`src/rtl/tone_clk_divider.sv`:
```
// -----------------------------------------------------------------------------
// tone_clk_divider
//
// Runtime-programmable square-wave divider for the audio path. The tone output
// toggles every `half` enabled clock cycles. New half-periods arrive from the
// note sequencer through a ready/valid style load. They are held as pending
// and take effect only at a half-period boundary, so the output never glitches.
// A half-period of 0 mutes the output.
//
// Ports:
//   clk        in   system clock, rising edge
//   rst        in   asynchronous active-high reset
//   en         in   run enable; low freezes the counter and holds tone_out
//   div_load   in   load strobe, taken only while div_ready is high
//   div_value  in   requested half-period in cycles (0 = mute)
//   div_ready  out  high when no load is pending
//   tone_out   out  registered square wave
//   tick       out  registered one-cycle pulse on every tone_out toggle
// -----------------------------------------------------------------------------
module tone_clk_divider #(
  parameter int          WIDTH        = 22,
  parameter int unsigned DEFAULT_HALF = 1493
) (
  input  logic             clk,
  input  logic             rst,
  input  logic             en,
  input  logic             div_load,
  input  logic [WIDTH-1:0] div_value,
  output logic             div_ready,
  output logic             tone_out,
  output logic             tick
);

  logic [WIDTH-1:0] r_cnt;
  logic [WIDTH-1:0] r_half;
  logic [WIDTH-1:0] r_pend;
  logic             r_pend_v;
  logic             r_tone;
  logic             r_tick;

  logic [WIDTH-1:0] w_half_m1;
  logic             w_mute;
  logic             w_boundary;
  logic             w_accept;

  // half-1 is only meaningful when half != 0; the mute branch never uses it.
  assign w_half_m1  = r_half - {{(WIDTH-1){1'b0}}, 1'b1};
  assign w_mute     = (r_half == '0);
  assign w_boundary = !w_mute && en && (r_cnt == w_half_m1);
  // A load that arrives while a value is already pending is ignored.
  assign w_accept   = div_load && !r_pend_v;

  always_ff @(posedge clk or posedge rst) begin
    if (rst) begin
      r_cnt    <= '0;
      r_half   <= WIDTH'(DEFAULT_HALF);
      r_pend   <= '0;
      r_pend_v <= 1'b0;
      r_tone   <= 1'b0;
      r_tick   <= 1'b0;
    end else begin
      r_tick <= 1'b0;

      if (w_mute) begin
        r_cnt  <= '0;
        r_tone <= 1'b0;
        // While muted, a pending value is taken on the very next cycle,
        // independent of en.
        if (r_pend_v) begin
          r_half   <= r_pend;
          r_pend_v <= 1'b0;
        end
      end else if (en) begin
        if (w_boundary) begin
          r_cnt <= '0;
          if (r_pend_v) begin
            r_half   <= r_pend;
            r_pend_v <= 1'b0;
            if (r_pend == '0) begin
              // Entering mute: force low, strobe only if the level changes.
              r_tone <= 1'b0;
              r_tick <= r_tone;
            end else begin
              r_tone <= ~r_tone;
              r_tick <= 1'b1;
            end
          end else begin
            r_tone <= ~r_tone;
            r_tick <= 1'b1;
          end
        end else begin
          r_cnt <= r_cnt + {{(WIDTH-1){1'b0}}, 1'b1};
        end
      end

      // Capture uses the pre-edge pend_v, so a value taken in the same cycle
      // as a boundary waits for the following boundary.
      if (w_accept) begin
        r_pend   <= div_value;
        r_pend_v <= 1'b1;
      end
    end
  end

  assign div_ready = !r_pend_v;
  assign tone_out  = r_tone;
  assign tick      = r_tick;

endmodule

```
`config.mk`:
```
export PLATFORM = sky130hd
export DESIGN_NAME = tone_clk_divider
export DESIGN_NICKNAME = d
export VERILOG_FILES = /design/src/rtl/tone_clk_divider.sv
export SDC_FILE = /design/constraint.sdc
export NUM_CORES = 1
export LEC_CHECK = 0
export BUFFER_PORTS_ARGS = -buffer_cell sky130_fd_sc_hd__buf_4
export CAP_MARGIN = 20
export CORE_MARGIN = 2
export CORE_UTILIZATION = 55
export DETAILED_ROUTE_END_ITERATION = 8
export GPL_TIMING_DRIVEN = 0
export PLACE_DENSITY = 0.8
export SYNTH_ARGS = -nofsm -noshare
export SYNTH_HDL_FRONTEND = slang
export SYNTH_SLANG_ARGS = --single-unit
```
`constraint.sdc`:
```
create_clock -name clk -period 3.25 [get_ports clk]
set_clock_uncertainty 0.2 [all_clocks]
set_input_delay 0.975 -clock clk [delete_from_list [all_inputs] [get_ports clk]]
set_output_delay 0.975 -clock clk [all_outputs]
set_load 0.01 [all_outputs]
```
==> summary.txt <==
GRT
  – Vias in the first global route: 4045
  – Initial antenna violation count: 0
  – Tot GR Track Use: 27.9%
  – First-pass GRT wire length: 19200 um
  – GRT Residual Overflow: 0
  – Pin count of the biggest net entering global routing: 70

Cells and area
  – Cell area after layout: 0.00534 sq mm
  – Share of layout cells above drive strength 1: 29.2%
  – Area Overhead vs Synth: 22.3%
  – Final #Nets: 575
  – Area of the multi-input gates: 0.00261 sq mm
  – FILL cells: 569
  – FF/Latch Area: 0.00174 sq mm
  – N_diodes: 0

Clock network
  – CTS tree: done
  – CTS H-tree depth: 3
  – Worst-skew pair later-pin latency: 0.36 ns
  – Hold_buf cts: 0
  – TritonCTS buffer count: 9
  – CTS Sinks: 69
  – Clock transition at path regs: 0.09 ns
  – Root buf cell: clkbuf_8
  – Clock buffer depth: 2

Route
  – WL/cell: 18.4 um
  – DR vias/cell: 6.31
  – Drt first pass iters: 6
  – Routed Antenna Nets: 0
  – Vias post-DR: 4128
  – DRT Wirelength: 12000 um
  – Residual DRC: 0
  – Iteration-0 DRC Markers: 379

Place
  – GPL Wtd Cong: 1.02
  – Dpl ws: -0.443 ns
  – Detailed Place HPWL: 7970 um
  – PortBufs: 28
  – Dpl cell area: 0.00476 sq mm

Pwr
  – Sequential share of power: 50.3%
  – Gate power share: 20.8%
  – Internal: 1.52 mW
  – Clock network power share: 29.0%
  – Pleak: 2.20 nW
  – Cell area power density: 433 mW/mm^2
  – Total net switching power: 786 uW
  – Peak supply drop: 0.410 mV
  – Sw frac: 34.0%

Floorplan
  – Rows: 32
  – CORE AREA: 0.00773 sq mm
  – Die area: 0.00867 sq mm
  – Starting density of the core: 56.5%
  – Die X: 93.1 um
  – IO Pins: 29
  – Die H: 93.1 um

Timing
  – Final Hold Vio Count: 0
  – RSZ-0062 raised after global routing: yes
  – Worst Slack Setup Final: -0.0402 ns
  – Max Clk Rate: 304 MHz
  – Sum Neg Setup Slack: -0.618 ns
  – Final hold slack: 0.350 ns
  – Min Tclk post-route: 3.29 ns
  – Fin crit share: 101%
  – Endpoints failing setup: 22
  – Fin. max-slew vios: 0
  – Rel. slew slack: 44.3%
  – Worst Tran Pin Value: 0.836 ns

Critical path
  – CP Launch Point: r_half[11]
  – Critical Path AT: 3.33 ns
  – Critical path capture point type: flop
  – Worst EP required: 3.29 ns
  – WS Path Type: reg -> reg
  – CP Launch Type: flop
  – Critical path fanouts, max: 8
  – Worst R2R Setup Slack: -0.04 ns
  – Worst r2r src: r_half[11]

Logic synthesis
  – Top cells by area, synth: dfrtp_1, mux2_2, nand2_1, dfstp_2, xnor2_1
  – Synth Instances: 489
  – Yosys warns: 0
  – Top_reg_cell synth: dfrtp_1
  – Top cells by count, synth: dfrtp_1, nand2_1, nor2_1
  – Synthesized area per cell: 8.93 sq um
  – Post-synth EDFFs: 0
  – FF+latch count, synth: 69
  – Top-area cell type share of the netlist area: 35.5%
  – Seq/Total Area, Yosys: 39.7%
  – Most frequent cell after synthesis: dfrtp_1
  – Async set-or-reset flop fraction in the synthesized netlist: 100%
  – Synthesized area: 0.00437 sq mm
  – Syn nets: 517
  – Netlist cell types: 59
  – Post-synth top area cell: dfrtp_1

Status
  – Failing checks: negative setup slack
  – Status: complete, but fails checks

Flow run
  – Max Cap Violations: 0

Hold path
  – Hold_sp: r_half[7]
  – Hold WC Path Type: reg -> reg
==> cell type report <==
| type | count | share of cell area, % |
|---|---|---|
| multi-input combinational | 367 | 48.8 |
| sequential | 69 | 32.5 |
| timing repair buffer | 52 | 8.20 |
| buffer | 33 | 3.49 |
| tap | 102 | 2.39 |
| clock buffer | 9 | 2.32 |
| inverter | 15 | 1.19 |
| clock inverter | 7 | 1.05 |
==> timing repair <==
| item | CTS | global route |
|---|---|---|
| gates resized for setup | 24 | 48 |
| pin swaps | 35 | 18 |
| endpoints found under the setup margin | 47 | 47 |
| cloned | 3 | 0 |
| setup buffers | 13 | 8 |
==> stage by stage <==
stage	instances	utilization (%)	power, mW
after CTS	648	66.4	2.29
final	654	69.1	2.31
after detailed placement	619	61.6	1.63
after global routing	654	69.1	2.43
after floorplan	489	-	1.47
after global placement	619	61.5	1.60
==> logic make-up after synthesis <==
family | Yosys count | share of synthesized area [%]
AOI/OAI and AO/OA | 84 | 13.9
xor gates and xnor gates | 41 | 8.22
adders and majority gates | 2 | 0.573
and+or+nand+nor | 212 | 25.1
buffers and inverters | 53 | 5.36
DFF | 69 | 39.7
muxes | 28 | 7.08
==> placed cells by master, fill, tap and decap left out, types with 5 or more instances in the layout <==
master | Yosys | final
clkbuf_1 | 27 | 18
nand4_1 | 12 | 12
xnor2_1 | 21 | 20
inv_1 | 15 | 12
nor2_1 | 43 | 32
o2bb2ai_1 | 12 | 12
nand2_1 | 50 | 50
buf_4 | 1 | 48
dfrtp_1 | 62 | 61
o22ai_1 | 7 | 7
clkbuf_8 | 0 | 9
buf_2 | 7 | 5
or3_1 | 17 | 15
a21oi_1 | 23 | 21
nor3_1 | 16 | 15
xor2_1 | 20 | 20
o21ai_0 | 8 | 7
nor2_2 | 0 | 11
nor4_1 | 13 | 9
mux2_2 | 23 | 23
nand3_1 | 32 | 31
dfstp_2 | 7 | 7
buf_6 | 3 | 5
==> registers in the layout, summed over array words and instances, names as in the netlist <==
signal and cells:
r_cnt 22, tick 1, r_half 22, r_pend 22, r_pend_v 1, tone_out 1
==> power groups by stage <==
stage | Clock, mW | Combinational, mW | Sequential, mW
finish | 0.670 | 0.480 | 1.16
global route | 0.717 | 0.534 | 1.18
CTS | 0.669 | 0.463 | 1.16
detailed placement | 0 | 0.457 | 1.17
global placement | 0 | 0.438 | 1.16
floorplan | 0 | 0.358 | 1.12
==> final timing paths <==
check / endpoint / cells after the start
max: r_cnt[18] / 10
min: r_half[7] / 2
max reg2reg: r_cnt[18] / 10
min reg2reg: r_half[7] / 2
max in group asynchronous: r_half[3] / 2
min in group asynchronous: r_pend[21] / 2
==> per-layer routing <==
layer  share of wire [%]  track usage [%]  vias up
li1                    -                -     1890
met1                  40             34.9     1932
met2                  48             46.0      252
met3                 7.4             7.01       54
met4                 4.2             12.1        0
met5                   0                0        -
==> critical path, stage by stage, from the launching register on <==
cell	delay, ns
dfrtp_1	0.37
clkbuf_1	0.26
nor4_4	0.50
nand2_1	0.19
nor4_2	0.31
mux2i_2	0.16
or4_4	0.63
o21ai_4	0.21
buf_12	0.16
buf_8	0.12
nor2_1	0.04
Note: power is estimated with default switching activity, not from simulation.
